[src/rtl/tdes_pkg.sv]
// Shared types, constants and the key-rotation schedule for the Triple-DES round controller.
package tdes_pkg;

  localparam int NUM_ROUNDS = 16;
  localparam int NUM_PASSES = 3;

  typedef enum logic [2:0] {
    IDLE,
    LOAD,
    ROUND,
    KEYLOAD,
    FINISH
  } state_e;

  typedef enum logic [1:0] {
    KEY_K1 = 2'd0,
    KEY_K2 = 2'd1,
    KEY_K3 = 2'd2
  } key_sel_t;

  // C/D rotation applied before a round. A decrypt pass starts from the
  // un-rotated PC1 state, so its round 0 needs no rotation at all.
  function automatic logic [1:0] des_shift_amt(input logic [3:0] round, input logic decrypt);
    logic single_step;
    single_step = (round == 4'd0) || (round == 4'd1) || (round == 4'd8) || (round == 4'd15);
    if (decrypt && (round == 4'd0)) return 2'd0;
    return single_step ? 2'd1 : 2'd2;
  endfunction

endpackage

[src/rtl/tdes_round_controller_if.sv]
// Command and datapath-control bundle of the Triple-DES round controller.
// Optional single_mode input exists only when SINGLE_DES_EN is defined.
interface tdes_round_controller_if;

  logic       start;
  logic       decrypt_mode;
  logic       abort;
`ifdef SINGLE_DES_EN
  logic       single_mode;
`endif

  logic       busy;
  logic       done;
  logic       load_block;
  logic       key_load;
  logic [1:0] key_sel;
  logic       pass_decrypt;
  logic       round_en;
  logic [3:0] round_number;
  logic [1:0] key_shift;
  logic       key_dir;
  logic       last_round;
  logic       out_latch;

`ifdef SINGLE_DES_EN
  modport master (
    output start, decrypt_mode, abort, single_mode,
    input  busy, done, load_block, key_load, key_sel, pass_decrypt,
           round_en, round_number, key_shift, key_dir, last_round, out_latch
  );
  modport slave (
    input  start, decrypt_mode, abort, single_mode,
    output busy, done, load_block, key_load, key_sel, pass_decrypt,
           round_en, round_number, key_shift, key_dir, last_round, out_latch
  );
`else
  modport master (
    output start, decrypt_mode, abort,
    input  busy, done, load_block, key_load, key_sel, pass_decrypt,
           round_en, round_number, key_shift, key_dir, last_round, out_latch
  );
  modport slave (
    input  start, decrypt_mode, abort,
    output busy, done, load_block, key_load, key_sel, pass_decrypt,
           round_en, round_number, key_shift, key_dir, last_round, out_latch
  );
`endif

endinterface

[src/rtl/des_round_sequencer.sv]
// 4-bit DES round counter with clear/enable; saturates at the last round
// and flags it so the controlling FSM decides what follows.
module des_round_sequencer
  import tdes_pkg::*;
(
  input  logic       clk,
  input  logic       rst,
  input  logic       clear,
  input  logic       enable,
  output logic [3:0] round_number,
  output logic [3:0] round_next,
  output logic       last_round
);

  localparam logic [3:0] LAST_ROUND = 4'(NUM_ROUNDS - 1);

  logic [3:0] round_q;
  logic [3:0] round_d;

  // NOTE: every always_comb output gets a default first so no path infers a latch.
  always_comb begin
    round_d = round_q;
    if (clear) begin
      round_d = '0;
    end else if (enable && (round_q != LAST_ROUND)) begin
      round_d = round_q + 4'd1;
    end
  end

  // NOTE: sequential state uses non-blocking assignments only; reset is synchronous.
  always_ff @(posedge clk) begin
    if (rst) begin
      round_q <= '0;
    end else begin
      round_q <= round_d;
    end
  end

  assign round_number = round_q;
  assign round_next   = round_d;
  assign last_round   = (round_q == LAST_ROUND);

endmodule

[src/rtl/tdes_round_controller.sv]
// Triple-DES round sequencer: 3 passes x 16 rounds (EDE encrypt, DED decrypt), all outputs registered.
// Define SINGLE_DES_EN to add single_mode, which runs one K1 pass instead of three.
module tdes_round_controller
  import tdes_pkg::*;
(
  input  logic                     clk,
  input  logic                     rst,
  tdes_round_controller_if.slave   bus
);

  localparam logic [1:0] LAST_PASS = 2'(NUM_PASSES - 1);

  state_e     state_q, state_d;
  logic [1:0] pass_q, pass_d;
  logic       mode_q, mode_d;
  logic       single_q, single_d;

  logic       busy_q, busy_d;
  logic       done_q, done_d;
  logic       load_block_q, load_block_d;
  logic       key_load_q, key_load_d;
  key_sel_t   key_sel_q, key_sel_d;
  logic       pass_decrypt_q, pass_decrypt_d;
  logic       round_en_q, round_en_d;
  logic [1:0] key_shift_q, key_shift_d;
  logic       key_dir_q, key_dir_d;
  logic       last_round_q, last_round_d;
  logic       out_latch_q, out_latch_d;

  logic [3:0] round_number;
  logic [3:0] round_next;
  logic       round_last;

  des_round_sequencer u_round_seq (
    .clk          (clk),
    .rst          (rst),
    .clear        (state_d != ROUND),
    .enable       (state_q == ROUND),
    .round_number (round_number),
    .round_next   (round_next),
    .last_round   (round_last)
  );

  always_comb begin
    state_d  = state_q;
    pass_d   = pass_q;
    mode_d   = mode_q;
    single_d = single_q;
    case (state_q)
      IDLE: begin
        if (bus.start) begin
          state_d  = LOAD;
          mode_d   = bus.decrypt_mode;
          pass_d   = '0;
`ifdef SINGLE_DES_EN
          single_d = bus.single_mode;
`else
          single_d = 1'b0;
`endif
        end
      end
      LOAD:    state_d = ROUND;
      ROUND: begin
        if (round_last) begin
          if (!single_q && (pass_q < LAST_PASS)) begin
            state_d = KEYLOAD;
            pass_d  = pass_q + 2'd1;
          end else begin
            state_d = FINISH;
          end
        end
      end
      KEYLOAD: state_d = ROUND;
      FINISH:  state_d = IDLE;
      default: state_d = IDLE;
    endcase
    if (bus.abort && (state_q != IDLE)) state_d = IDLE;
    if (state_d == IDLE) pass_d = '0;
  end

  // Outputs decode the next state so they line up with the state they describe.
  always_comb begin
    busy_d         = (state_d != IDLE);
    done_d         = (state_d == FINISH);
    out_latch_d    = (state_d == FINISH);
    load_block_d   = (state_d == LOAD);
    key_load_d     = (state_d == LOAD) || (state_d == KEYLOAD);
    round_en_d     = (state_d == ROUND);
    pass_decrypt_d = busy_d && ((pass_d == 2'd1) ^ mode_d);
    key_dir_d      = pass_decrypt_d;
    key_sel_d      = KEY_K1;
    if (busy_d && !single_d) begin
      key_sel_d = key_sel_t'(mode_d ? (LAST_PASS - pass_d) : pass_d);
    end
    key_shift_d    = round_en_d ? des_shift_amt(round_next, pass_decrypt_d) : 2'd0;
    last_round_d   = round_en_d && (round_next == 4'(NUM_ROUNDS - 1));
  end

  always_ff @(posedge clk) begin
    if (rst) begin
      state_q        <= IDLE;
      pass_q         <= '0;
      mode_q         <= 1'b0;
      single_q       <= 1'b0;
      busy_q         <= 1'b0;
      done_q         <= 1'b0;
      load_block_q   <= 1'b0;
      key_load_q     <= 1'b0;
      key_sel_q      <= KEY_K1;
      pass_decrypt_q <= 1'b0;
      round_en_q     <= 1'b0;
      key_shift_q    <= 2'd0;
      key_dir_q      <= 1'b0;
      last_round_q   <= 1'b0;
      out_latch_q    <= 1'b0;
    end else begin
      state_q        <= state_d;
      pass_q         <= pass_d;
      mode_q         <= mode_d;
      single_q       <= single_d;
      busy_q         <= busy_d;
      done_q         <= done_d;
      load_block_q   <= load_block_d;
      key_load_q     <= key_load_d;
      key_sel_q      <= key_sel_d;
      pass_decrypt_q <= pass_decrypt_d;
      round_en_q     <= round_en_d;
      key_shift_q    <= key_shift_d;
      key_dir_q      <= key_dir_d;
      last_round_q   <= last_round_d;
      out_latch_q    <= out_latch_d;
    end
  end

  assign bus.busy         = busy_q;
  assign bus.done         = done_q;
  assign bus.load_block   = load_block_q;
  assign bus.key_load     = key_load_q;
  assign bus.key_sel      = key_sel_q;
  assign bus.pass_decrypt = pass_decrypt_q;
  assign bus.round_en     = round_en_q;
  assign bus.round_number = round_number;
  assign bus.key_shift    = key_shift_q;
  assign bus.key_dir      = key_dir_q;
  assign bus.last_round   = last_round_q;
  assign bus.out_latch    = out_latch_q;

endmodule

[src/flat_wrapper.sv]
// flat-port wrapper written by rule: the top's interface ports become plain ports
module tdes_round_controller_flat import tdes_pkg::*;
  (clk, rst, bus_start, bus_decrypt_mode, bus_abort, bus_busy, bus_done, bus_load_block, bus_key_load, bus_key_sel, bus_pass_decrypt, bus_round_en, bus_round_number, bus_key_shift, bus_key_dir, bus_last_round, bus_out_latch);
  tdes_round_controller_if bus_i ();
  input  logic clk;
  input  logic rst;
  input wire logic [$bits(bus_i.start)-1:0] bus_start;
  input wire logic [$bits(bus_i.decrypt_mode)-1:0] bus_decrypt_mode;
  input wire logic [$bits(bus_i.abort)-1:0] bus_abort;
  output wire logic [$bits(bus_i.busy)-1:0] bus_busy;
  output wire logic [$bits(bus_i.done)-1:0] bus_done;
  output wire logic [$bits(bus_i.load_block)-1:0] bus_load_block;
  output wire logic [$bits(bus_i.key_load)-1:0] bus_key_load;
  output wire logic [$bits(bus_i.key_sel)-1:0] bus_key_sel;
  output wire logic [$bits(bus_i.pass_decrypt)-1:0] bus_pass_decrypt;
  output wire logic [$bits(bus_i.round_en)-1:0] bus_round_en;
  output wire logic [$bits(bus_i.round_number)-1:0] bus_round_number;
  output wire logic [$bits(bus_i.key_shift)-1:0] bus_key_shift;
  output wire logic [$bits(bus_i.key_dir)-1:0] bus_key_dir;
  output wire logic [$bits(bus_i.last_round)-1:0] bus_last_round;
  output wire logic [$bits(bus_i.out_latch)-1:0] bus_out_latch;
  assign bus_i.start = bus_start;
  assign bus_i.decrypt_mode = bus_decrypt_mode;
  assign bus_i.abort = bus_abort;
  assign bus_busy = bus_i.busy;
  assign bus_done = bus_i.done;
  assign bus_load_block = bus_i.load_block;
  assign bus_key_load = bus_i.key_load;
  assign bus_key_sel = bus_i.key_sel;
  assign bus_pass_decrypt = bus_i.pass_decrypt;
  assign bus_round_en = bus_i.round_en;
  assign bus_round_number = bus_i.round_number;
  assign bus_key_shift = bus_i.key_shift;
  assign bus_key_dir = bus_i.key_dir;
  assign bus_last_round = bus_i.last_round;
  assign bus_out_latch = bus_i.out_latch;
  tdes_round_controller u_core (.clk(clk), .rst(rst), .bus(bus_i));
endmodule
[config.mk]
export PLATFORM = sky130hd
export DESIGN_NAME = tdes_round_controller_flat
export DESIGN_NICKNAME = d
export VERILOG_FILES = /design/src/rtl/tdes_pkg.sv /design/src/rtl/tdes_round_controller_if.sv /design/src/rtl/des_round_sequencer.sv /design/src/rtl/tdes_round_controller.sv /design/src/flat_wrapper.sv
export SDC_FILE = /design/constraint.sdc
export NUM_CORES = 1
export LEC_CHECK = 0
export CORE_MARGIN = 3
export CORE_UTILIZATION = 44
export DETAILED_ROUTE_END_ITERATION = 10
export PLACE_DENSITY = 0.72
export SKIP_CTS_REPAIR_TIMING = 1
export SLEW_MARGIN = 20
export SYNTH_ARGS = -nofsm -noshare
export SYNTH_HDL_FRONTEND = slang
export SYNTH_SLANG_ARGS = --single-unit
[constraint.sdc]
create_clock -name clk -period 2.39 [get_ports clk]
set_input_delay 0.478 -clock clk [delete_from_list [all_inputs] [get_ports clk]]
set_output_delay 0.478 -clock clk [all_outputs]
set_load 0.02 [all_outputs]
==> results of run 1 <==
## logic make-up after synthesis
kind of cell               count (synthesis)
adders and majority gates                  2
and+or+nand+nor                           43
DFF                                       22
buffers and inverters                      9
muxes                                      4
xor gates and xnor gates                   3
AOI/OAI and AO/OA                         24
## per-layer routing
metal	wire [um]	part of all wire (%)
met1	1031	44
met2	1162	49
met3	110	4.7
met4	45	1.9
met5	0	0
## cell type report
class                           instances  share of cell area (%)
Inverter                                5                   1.310
Clock buffer                            4                   2.533
Multi-Input combinational cell         76                   41.75
Sequential cell                        22                   31.00
Timing Repair Buffer                   33                   20.96
Tap cell                               28                   2.445
## worst max path at each step
| stage | to | from | slack, ps | cells past startpoint |
|---|---|---|---|---|
| global placement | u_core.bus.key_shift[0] | bus_start | 8 | 8 |
| finish | u_core.bus.key_shift[1] | u_core.u_round_seq.round_number[0] | 140 | 10 |
| floorplan | u_core.bus.key_sel[1] | u_core.u_round_seq.round_number[0] | 2 | 10 |
| CTS | u_core.bus.key_sel[1] | u_core.u_round_seq.round_number[0] | 130 | 10 |
| detailed placement | u_core.bus.key_shift[1] | bus_start | -70 | 8 |
| global route | u_core.bus.key_shift[1] | u_core.u_round_seq.round_number[0] | -2 | 10 |
## synth_stat cells (all sizes together), types with 4 or more instances
cell type,instances,share of area (%)
dfxtp,22,42
nor2,8,3.6
inv,5,1.8
nor3,5,2.9
a21oi,4,1.9
mux2i,4,3.8
nor2b,4,2.4
o211ai,4,2.9
o21ai,4,1.9
## registers in the layout, summed over array words and instances, names as in the netlist
register / count
u_core.bus.key_load: 1
u_core.u_round_seq.round_number: 4
u_core.state_q: 3
u_core.mode_q: 1
u_core.bus.done: 1
u_core.bus.last_round: 1
u_core.bus.key_shift: 2
u_core.single_q: 1
u_core.bus.load_block: 1
u_core.bus.busy: 1
u_core.bus.round_en: 1
u_core.pass_q: 2
u_core.bus.key_sel: 2
u_core.bus.pass_decrypt: 1
## through the flow
| step | instance area, sq um | setup WS [ps] | hold WS, ps | TNS (ps) | std cells |
|---|---|---|---|---|---|
| 2_1_floorplan | 1054 | 2.000 | 453.8 | 0 | 107 |
| 3_3_place_gp | 1365 | 8.362 | 516.6 | 0 | 164 |
| 3_5_place_dp | 1365 | -69.48 | 499.9 | -202.9 | 164 |
| 4_1_cts | 1401 | 129.5 | 529.9 | 0 | 168 |
| 5_1_grt | 1433 | -2.311 | 574.7 | -4.309 | 168 |
| 6_report | 1433 | 135.6 | 536.7 | 0 | 168 |
## tightest hold or removal path: cells and delay by family (launching register included)
kind	cells	cell delay (ps)
flops	1	390
simple gates	2	110
## power by group
group / internal, mW / switching (mW) / total (mW) / leakage, nW
Sequential: 0.380 / 0.0100 / 0.390 / 0.180
Clock: 0.0931 / 0.112 / 0.205 / 0.0210
Combinational: 0.0687 / 0.0668 / 0.135 / 0.334
## placed cells by master (no fill, tap or decap), drive strengths merged, types with 3 or more instances in the layout
master         netlist  layout
a21oi                4       4
buf                  3      12
clkbuf               1       4
clkdlybuf4s50        0      21
dfxtp               22      22
inv                  5       5
mux2i                4       4
nand2                3       3
nand2b               3       3
nor2                 8       8
nor2b                4       4
nor3                 5       5
nor3b                3       3
nor4                 3       3
nor4b                3       3
o211ai               4       4
o21ai                4       4
xor2                 3       3
==> key figures, run 1 <==
Run status
  • Outcome: finished, final reports clean

Yosys
  • Post-Synthesis Cells: 107
  • Ys Warns: 0
  • Post-Synth Adder-Cell Area: 2.375%
  • Largest family of logic cells by synthesized area: simple AND/OR/NAND/NOR gates
  • Yosys cell types: 45
  • Synthesized Nets: 114
  • Synth Area in XOR/XNOR: 2.494%
  • Post-Synth Simple-Gate Area: 28.27%
  • Top FF cell, synth: dfxtp_1
  • Sequential share of the synthesized area: 41.81%
  • Mux share of post-synthesis cell area: 3.800%
  • Post-synth design cell area: 1054 sq um
  • EDFF count, synth: 0
  • Post-synthesis compound-gate area fraction: 17.22%
  • Fraction of registers with async set or reset after synthesis: 0%
  • Flops & latches, synth: 22
  • Syn Area/Cell: 9.846 sq um

GRT
  • Vias in the first global route: 800
  • Most Crowded Layer GR: met2
  • Met1 usage: 21.98%
  • GRT Total Usage: 16.56%
  • Grt ovf: 0
  • Pin count of the biggest net entering global routing: 13
  • GR Util met3: 3.485%
  • First-pass GRT wire length: 3.594 mm
  • Met2 usage: 26.18%
  • Initial antenna violation count: 0

Floorplan
  • Die width: 54.93 um
  • DIE HEIGHT: 54.93 um
  • Rows: 17
  • Initial core utilization: 47.17%
  • Die Area: 3017 sq um
  • I/O pin total: 22
  • Core area: 2233 sq um

Finish
  • Syn-to-layout area delta: 35.99%
  • Ant. Diodes: 0
  • Fillers: 175
  • Multi-input logic area: 598.1 sq um
  • Post-layout util: 64.15%
  • Proportion of layout cells with a drive suffix above 1: 25.71%
  • Fin nets: 148
  • Reg area: 444.2 sq um

Routing
  • Antenna violation net count after detailed routing: 0
  • Drt wl/cell: 13.98 um
  • WL final: 2.349 mm
  • Initial DRC Count: 17
  • First-pass DRT Iterations: 4
  • Vias per inst: 5.536
  • Post-detailed-route DRC marker count: 0
  • Vias: 930

Job
  • # Max-Cap Violations: 0

Critical path
  • R2r endpoint: u_core.bus.key_shift[1]
  • Crit-path cells: ha_2 -> and4bb_1 -> and2_4 -> nand2_2 -> xor2_2 -> nor3b_2 -> ha_1 -> xor2_1 -> nor4_2 -> nor3b_2
  • Worst r2r src: u_core.u_round_seq.round_number[0]
  • WP data arrival: 2440 ps
  • CP Capture Type: flip-flop
  • Critical path class: flip-flop to flip-flop
  • Crit path max fanout: 4
  • R2r worst-path depth: 10
  • Worst setup SP type: flip-flop
  • Family with the most delay on the worst path: simple AND/OR/NAND/NOR gates
  • R2R setup slack: 140 ps
  • Slowest stage delay, CP: 350 ps
  • Critical-path top delay cell: dfxtp_2
  • WP data required: 2580 ps
  • WP buf/inv: 0
  • Most common cell on crit path: nor3b_2

STA
  • Worst Clk Skew: 1.458 ps
  • Final Cycle Share: 94.32%
  • Final setup fails: 0
  • Max Fclk: 0.4436 GHz
  • Slew HR: 57.09%
  • Final hold viol count: 0
  • Final worst path period need: 2254 ps
  • Worst Tran Pin Value: 639.4 ps
  • Final Max Tran Viols: 0

Clock tree
  • Clock root buffer: clkbuf_4
  • # clock sinks: 22
  • Clock Tree Buf Depth: 2
  • Clock buffer count from CTS: 3
  • CTS tree: built
  • Clock Pin Slew Worst Setup and Hold Paths: 120 ps
  • H-tree depth: 1
  • Clock Latency Late Sink: 310 ps

Place
  • I/O Buffers: 21
  • GPL Wtd Cong: 0.9138
  • Hpwl dp: 1.781 mm

Power
  • Peak VDD IR: 0.0003209 V
  • Cell Pwr Density: 510.1 nW/um^2
  • P_leak: 0.5351 nW
  • Design Power: 0.7308 mW

Min path
  • Hold/Removal Path Class: flip-flop to flip-flop
  • Hold path depth: 2
  • Hold Startpoint: u_core.single_q
  • Worst Hold End: u_core.single_q
(Power assumes the default switching activity.)
==> run 2, diff against run 1 <==
- HOLD_SLACK_MARGIN: unset -> 0.1
==> results of run 2 <==
Same layout as run 1: the final DEF is identical, and so are final timing and power.
